File: src/rtl/regfile_pkg.sv
`default_nettype none
// ============================================================================
// Module      : regfile_pkg
// Description : Shared constants, types and helpers for the parametrised
//               integer register file with busy-bit scoreboard.
// Contents    : DEF_XLEN / DEF_NREG / DEF_NRD defaults, addr_width() helper,
//               reg_idx_t index type, ZERO_REG hardwired-zero index.
// Revision    : 1.0 - initial release
// ============================================================================
package regfile_pkg;

    localparam int DEF_XLEN = 32;
    localparam int DEF_NREG = 32;
    localparam int DEF_NRD  = 2;

    // Address width needed to index n registers (n is a power of two >= 2).
    function automatic int addr_width(input int n);
        return $clog2(n);
    endfunction

    typedef logic [$clog2(DEF_NREG)-1:0] reg_idx_t;

    // Register index that always reads zero and can never become busy.
    localparam int ZERO_REG = 0;

endpackage : regfile_pkg
`default_nettype wire

File: src/rtl/regfile_scoreboard.sv
`default_nettype none
// ============================================================================
// Module      : regfile_scoreboard
// Description : Busy-bit vector with set (issue), clear (writeback) and flush,
//               plus an incrementally maintained count of busy registers.
// Ports       : clk, rst       - clock, asynchronous active-high reset
//               set_en/set_idx - mark a register pending (issue)
//               clr_en/clr_idx - retire a register (writeback)
//               flush          - clear every busy bit (wins over set)
//               busy           - busy vector, bit 0 is always 0
//               busy_cnt       - number of busy registers
// Revision    : 1.0 - initial release
// ============================================================================
module regfile_scoreboard
    import regfile_pkg::*;
#(
    parameter int NREG = DEF_NREG,
    parameter int AW   = addr_width(NREG)
) (
    input  logic            clk,
    input  logic            rst,
    input  logic            set_en,
    input  logic [AW-1:0]   set_idx,
    input  logic            clr_en,
    input  logic [AW-1:0]   clr_idx,
    input  logic            flush,
    output logic [NREG-1:0] busy,
    output logic [AW:0]     busy_cnt
);

    logic [NREG-1:0] r_busy;
    logic [AW:0]     r_cnt;
    logic [NREG-1:0] w_busy_nxt;
    logic            w_set;
    logic            w_clr;
    logic            w_inc;
    logic            w_dec;

    // Register 0 can never be set or cleared, so its bit stays 0 from reset.
    assign w_set = set_en && (set_idx != AW'(ZERO_REG));
    assign w_clr = clr_en && (clr_idx != AW'(ZERO_REG));

    // A new issue supersedes a retiring write to the same register.
    always_comb begin
        w_busy_nxt = r_busy;
        if (w_clr) begin
            w_busy_nxt[clr_idx] = 1'b0;
        end
        if (w_set) begin
            w_busy_nxt[set_idx] = 1'b1;
        end
    end

    // Count only real transitions so the counter tracks popcount exactly.
    assign w_inc = w_set && !r_busy[set_idx];
    assign w_dec = w_clr && r_busy[clr_idx] && !(w_set && (set_idx == clr_idx));

    always_ff @(posedge clk or posedge rst) begin
        if (rst) begin
            r_busy <= '0;
            r_cnt  <= '0;
        end else if (flush) begin
            r_busy <= '0;
            r_cnt  <= '0;
        end else begin
            r_busy <= w_busy_nxt;
            r_cnt  <= r_cnt + (AW+1)'(w_inc) - (AW+1)'(w_dec);
        end
    end

    assign busy     = r_busy;
    assign busy_cnt = r_cnt;

endmodule : regfile_scoreboard
`default_nettype wire

File: src/rtl/regfile_sb.sv
`default_nettype none
// ============================================================================
// Module      : regfile_sb
// Description : Parametrised register file (hardwired-zero x0) with NRD
//               combinational read ports and an integrated busy scoreboard
//               for RAW hazard detection at decode.
// Ports       : clk, rst           - clock, asynchronous active-high reset
//               rs / rv / rbusy    - per-port read address, data, busy flag
//               we / rd / indata   - writeback port
//               issue_en/issue_rd  - mark destination of issued instruction
//               sb_clr             - flush all busy bits
//               busy_cnt           - number of busy registers
// Options     : REGFILE_BYPASS_EN  - forward same-cycle write data to reads
// Revision    : 1.0 - initial release
// ============================================================================
module regfile_sb
    import regfile_pkg::*;
#(
    parameter int XLEN = DEF_XLEN,
    parameter int NREG = DEF_NREG,
    parameter int NRD  = DEF_NRD,
    // Derived from NREG; not meant to be overridden.
    parameter int AW   = addr_width(NREG)
) (
    input  logic                clk,
    input  logic                rst,
    input  logic [NRD*AW-1:0]   rs,
    output logic [NRD*XLEN-1:0] rv,
    output logic [NRD-1:0]      rbusy,
    input  logic                we,
    input  logic [AW-1:0]       rd,
    input  logic [XLEN-1:0]     indata,
    input  logic                issue_en,
    input  logic [AW-1:0]       issue_rd,
    output logic [AW:0]         busy_cnt,
    input  logic                sb_clr
);

    logic [XLEN-1:0] w_regs [NREG];
    logic [NREG-1:0] w_busy;
    logic            w_wr;

    assign w_wr = we && (rd != AW'(ZERO_REG));

    // Register 0 has no storage and reads as zero.
    assign w_regs[ZERO_REG] = '0;

    for (genvar j = 1; j < NREG; j++) begin : g_reg
        logic [XLEN-1:0] r_q;

        always_ff @(posedge clk or posedge rst) begin
            if (rst) begin
                r_q <= '0;
            end else if (w_wr && (rd == AW'(j))) begin
                r_q <= indata;
            end
        end

        assign w_regs[j] = r_q;
    end

    regfile_scoreboard #(
        .NREG (NREG),
        .AW   (AW)
    ) u_sb (
        .clk      (clk),
        .rst      (rst),
        .set_en   (issue_en),
        .set_idx  (issue_rd),
        .clr_en   (we),
        .clr_idx  (rd),
        .flush    (sb_clr),
        .busy     (w_busy),
        .busy_cnt (busy_cnt)
    );

    for (genvar i = 0; i < NRD; i++) begin : g_rd
        logic [AW-1:0] w_idx;

        assign w_idx = rs[i*AW +: AW];

`ifdef REGFILE_BYPASS_EN
        // A matching write this cycle forwards its data and hides any busy
        // state, including a same-cycle issue to that register.
        logic w_hit;

        assign w_hit               = w_wr && (w_idx == rd);
        assign rv[i*XLEN +: XLEN]  = w_hit ? indata : w_regs[w_idx];
        assign rbusy[i]            = w_busy[w_idx] & ~w_hit;
`else
        assign rv[i*XLEN +: XLEN]  = w_regs[w_idx];
        assign rbusy[i]            = w_busy[w_idx];
`endif
    end

endmodule : regfile_sb
`default_nettype wire
File: config.mk
export PLATFORM = sky130hd
export DESIGN_NAME = regfile_sb
export DESIGN_NICKNAME = d
export VERILOG_FILES = /design/src/rtl/regfile_pkg.sv /design/src/rtl/regfile_scoreboard.sv /design/src/rtl/regfile_sb.sv
export SDC_FILE = /design/constraint.sdc
export NUM_CORES = 2
export LEC_CHECK = 0
export ABC_AREA = 0
export CAP_MARGIN = 10
export CORE_MARGIN = 2
export CORE_UTILIZATION = 41
export DETAILED_ROUTE_END_ITERATION = 8
export PLACE_DENSITY = 0.64
export SLEW_MARGIN = 20
export SYNTH_ARGS = -nofsm -noshare
export SYNTH_HDL_FRONTEND = slang
export SYNTH_SLANG_ARGS = --single-unit
File: constraint.sdc
create_clock -name clk -period 75.8 [get_ports clk]
set_clock_uncertainty 0.1 [all_clocks]
set_input_delay 15.16 -clock clk [delete_from_list [all_inputs] [get_ports clk]]
set_output_delay 15.16 -clock clk [all_outputs]
set_load 0.1 [all_outputs]
* After elaboration in Yosys (flattened, before gate mapping)
Cells that the tools add are included.
** Storage, ports and cells
- Output and inout port bits :: 72
- Latch bits :: 0
- Memories :: 0
- Word-level logic and storage cells :: 145
- Register bits after elaboration :: 1030
- Memory bits (writable) :: 0
- Bits in read-only memories :: 0
- Bits of input ports :: 57
** Operators by class
- Reductions and logical operators :: 43
- Bitwise gates (word level) :: 5
- Equality and inequality tests :: 32
- Multiply operators :: 0
- Shift-type cells :: 0
- Order comparisons :: 8
- Divide/modulo/power cells :: 0
- Mux-type cells :: 22
- $add $sub $neg :: 2
** Operators by type and width (count)
- binary-select mux 32 bit (select 5 bit) :: 2
- 2-to-1 mux 32 bit :: 7
- equality test 5 bit, second input constant :: 16
- equality test 5 x 4 -> 1 bit, second input constant :: 8
- logical AND 1 bit :: 39
- AND 32 bit :: 1
- NOT 32 bit :: 1
- bitwise OR 32 bit :: 1
- less-than comparator 5 x 6 -> 1 bit, second input constant :: 4
- binary-select mux 1 bit (select 5 bit) :: 4
- equality test 5 x 3 -> 1 bit, second input constant :: 4
- greater-or-equal comparator 6 bit, second input constant :: 2
- NOT 5 -> 6 bit :: 2
- demux 1 bit (select 5 bit) :: 2
- equality test 5 x 2 -> 1 bit, second input constant :: 2
- greater-or-equal comparator 5 x 1 -> 1 bit, second input constant :: 2
- nonzero test 5 bit :: 2
- adder 6 x 1 -> 6 bit :: 1
- 2-to-1 mux 1 bit :: 6
- 2-to-1 mux 6 bit :: 1
- subtractor 6 x 1 -> 6 bit :: 1
- equality test 5 x 1 -> 1 bit, second input constant :: 1
- equality test 5 bit :: 1
- logical NOT 1 bit :: 2

* Logic depth before layout (Yosys ltp)
- Depth in word-level cells :: 10
- Depth in mapped cells :: 14
- Depth with buffers taken out :: 12

* Hierarchy
Synthesis repeated with hierarchy kept, for this count alone.
** Unflattened totals
- Cell total of the unflattened synthesis :: 3949
- Area, all modules :: 56128.8 µm²
** Modules (own cells, without submodules)
- regfile_sb :: times used 1, seq. area each 24823.8 µm², cells an instance 3673, area each 53592.6 µm²
- regfile_scoreboard :: times used 1, seq. area each 950.9 µm², cells an instance 276, area each 2536.2 µm²

* Worst setup path before layout
OpenSTA, ideal clock, no wires.
- Kind :: input to output
- Start :: input port rs[5]
- End :: output port rv[42]
- Path buffers :: 5
- Arrival time :: 18.657 ns
- Setup slack :: 41.883 ns
- Stages on the path :: 8
- Required time :: 60.540 ns
- Cells stage by stage :: buf_2 -> buf_4 -> buf_2 -> buf_2 -> buf_2 -> a22o_1 -> a211oi_1 -> o31ai_1
** Between the ends
- Word-level cells in the longest chain between the ends :: 4
** RTL lines
- start, declared :: RTL line regfile_sb.sv:27 : input logic [NRD*AW-1:0] rs,
- NOT 5 -> 6 bit (implied by the code) :: RTL line regfile_sb.sv:91 : assign rv[i*XLEN +: XLEN] = w_regs[w_idx];
- binary-select mux 32 bit (select 5 bit) :: RTL line regfile_sb.sv:91
- 2-to-1 mux 32 bit (implied by the code) (2 in series) :: RTL line regfile_sb.sv:91
- end, declared :: RTL line regfile_sb.sv:28 : output logic [NRD*XLEN-1:0] rv,
Every way passes these cells. The select of a mux whose other input is x is not followed.

* Worst setup path after layout
- Start :: input port rs[2]
- End :: output port rv[0]
Same word-level chain as after synthesis.

==> impl_results.md <==
- Initial Util: 41.31%
- LEAKAGE: 27.40 nW
- Reg clk slew, reported paths: 60 ps
- Hold Buf Count CTS: 0
- Clock Latency Late Sink: 700 ps
- Post-synthesis compound-gate area fraction: 5.144%
- Xor/xnor share of the synthesized area: 0.1408%
- Setup slack at placement: 40190 ps
- F_max: 28.06 MHz
- Drt pass-1 iters: 5
- Critical-path maximum fanout: 94
- Crit path arrival time: 20380 ps
- Multi-input logic area: 0.02852 mm²
- Vias in the first global route: 38287
- GRT Residual Overflow: 0
- Area Growth Syn to Fin: 11.32%
- Largest family of logic cells by synthesized area: multiplexers
- Least-Margin Pin Slew: 1127 ps
- EDFF count, synth: 0
- Worst Setup Path Type: primary input to output port
- Fraction of layout cells with a size suffix above 1: 41.72%
- Final Setup Violations: 0
- Status: complete, no violations
- Simple-gate share of the synthesized area: 5.104%
- Global Route Usage Sum: 25.29%
- Die Y: 373.5 µm
- Crit end category: output port
- DR vias: 37240
- I/O Buffers: 128
- DRT Wirelength: 176600 µm
- Core Util, Final: 45.99%
- Core box area: 0.1355 mm²
- Post-CTS Repair Setup Buffers: 0
- Hold path depth: 2
- Cts repair resizes: 0
- Ys Warns: 0
- Clock Path Buffers: 3
- Initial antenna violation count: 10
- Yosys reg bits: 1030
- Seq/Total Area, Yosys: 46.06%
- Worst hold margin: 393.4 ps
- Detailed Place HPWL: 99930 µm
- Fill cell count: 11953
- Hold Path Class: register to register
- Min cycle time layout: 35640 ps
- Mapped Cells: 4132
- Chip width: 373.5 µm
- Critical Path Start Type: primary input
- Remaining routing DRC violations: 0
- DRT iter0 DRCs: 3697
- First-pass GRT wire length: 263700 µm
- Layout Nets: 4088
- Worst r2r path cells: 12
- Clk root buf: clkbuf_16
- Netlist Area Pre-Place: 0.05596 mm²
- Top-level I/O count: 129
- Slew margin rel.: 24.63%
- Cts bufs inserted: 112
- CTS tree: yes
- Max stage delay cell, worst path: clkdlybuf4s50_1
- Worst setup margin: 40160 ps
- Syn_nets: 4196
- Final setup TNS: 0 ps
- Maxcap violations: 0
- Total die area: 0.1395 mm²
- Max IR drop VDD: 20.17 µV
- Critical path required time: 60540 ps
- Unrepaired setup endpoints after global routing: no
- PD cells: 27.28 mW/mm²
- Largest net degree at the start of global routing: 170
- Slew Limit Fails: 0
- Register Area: 0.02577 mm²
- Final hold vios: 0
- Post-synthesis adder-cell area fraction: 0.1699%
- Post-DR wirelength/cell: 29.96 µm
- Final GP Congestion: 0.8179
- Slowest cell delay on critical path: 1010 ps
- Via-to-Cell Ratio: 6.317
- Avg Cell Area, Syn: 13.54 µm²
- H-tree levels: 3
- Total clock sinks: 1030
- Post-synthesis mux area share: 40.08%
- Core Rows: 135
- Cell variety after synth: 49
- Main synth FF type: dfrtp_1
- Critical path cell sequence: buf_8, buf_4, buf_4, buf_4, mux4_2, mux2i_1, o22ai_1, a211o_1, clkdlybuf4s50_1
- Post-DRT Antenna Nets: 0
- Crit share post-route: 47.02%
- Crit-path most repeated cell: buf_4
- Asr flop ratio synth: 100.0%
[final cells by class]
class	count	area share [%]
diodes	3	0.01205
clock buffers	167	5.461
clock inverters	34	0.6166
inverters	10	0.07230
multi-input cells	2656	45.78
flip-flops and latches	1030	41.37
well taps	1781	3.577
repair buffers	214	3.107
[placed cells by master (no fill, tap or decap), drive strengths merged, types with 95 or more instances in the layout]
cell type      count
clkdlybuf4s50     98
clkbuf           167
buf              116
mux4             453
mux2             911
a22o              95
nand2            507
dfrtp           1030
mux2i            197
[flip-flops by register name (all words and copies together) (netlist names)]
| signal | count |
|---|---|
| u_sb.busy | 32 |
| u_sb.busy_cnt | 6 |
| g.r_q | 992 |
[final timing paths]
path	to	from	slack (ps)
min	g_reg[26].r_q[19]	g_reg[26].r_q[19]	390
max	rv[0]	rs[2]	40160
min in group asynchronous	g_reg[11].r_q[4]	rst	14910
max reg2reg	u_sb.busy_cnt[4]	u_sb.busy[31]	72570
max in group asynchronous	g_reg[11].r_q[22]	rst	56830
min reg2reg	g_reg[26].r_q[19]	g_reg[26].r_q[19]	390
[critical path, delay by kind of cell]
family | cells | cell delay, ps
buffers and inverters | 5 | 3840
multiplexers | 2 | 740
AO/OA/AOI/OAI | 2 | 470
[per-stage QoR]
stage / instance area, µm² / power, mW / instances
3_5_place_dp: 58590 / 1.144 / 5691
6_report: 62300 / 1.700 / 5895
3_3_place_gp: 58550 / 1.130 / 5689
5_1_grt: 62290 / 1.775 / 5892
4_1_cts: 62380 / 1.709 / 5892
2_1_floorplan: 55960 / 1.044 / 4132
[routing by layer]
layer  vias to the layer above  routed length (µm)  track usage (%)
li1                      15343                   -                -
met1                     19993               73540            34.95
met2                      1549               84100            41.00
met3                       349               13270            3.995
met4                         6                5670            8.021
met5                         -                  34                0
[synth_stat cells, types with 6 or more instances]
cell type / instances / area (µm²)
ha_1: 6 / 75.07
dfrtp_1: 1030 / 25770
mux4_2: 453 / 10200
buf_1: 54 / 202.7
o21ai_0: 68 / 340.3
a22o_1: 95 / 832.1
a211o_1: 33 / 289.0
a21oi_1: 13 / 65.06
clkbuf_1: 247 / 927.1
nor2b_1: 13 / 81.33
o22ai_1: 64 / 400.4
inv_1: 10 / 37.54
a32oi_1: 6 / 52.55
nor2_1: 68 / 255.2
buf_2: 133 / 665.6
a211oi_1: 33 / 247.7
mux2_2: 910 / 10250
nand2_1: 507 / 1903
a22oi_1: 49 / 367.9
o31ai_1: 32 / 240.2
and2_1: 43 / 269.0
nand2b_1: 10 / 62.56
mux2i_1: 197 / 1972
[logic make-up (layout without fill, tap and decap cells)]
| logic type | Yosys count | count (layout) |
|---|---|---|
| buf+inv | 446 | 425 |
| xor+xnor | 9 | 9 |
| flops | 1030 | 1030 |
| compound gates | 399 | 399 |
| other cells | 0 | 3 |
| mux | 1561 | 1561 |
| simple gates | 680 | 680 |
| fa+ha+maj | 7 | 7 |
[power by group]
| group | internal, mW | leakage [nW] | switching (mW) |
|---|---|---|---|
| sequential | 0.655 | 13.2 | 0.0737 |
| combinational | 0.205 | 12.3 | 0.203 |
| clock | 0.329 | 1.89 | 0.234 |
Power figures use the tool's default switching activity.
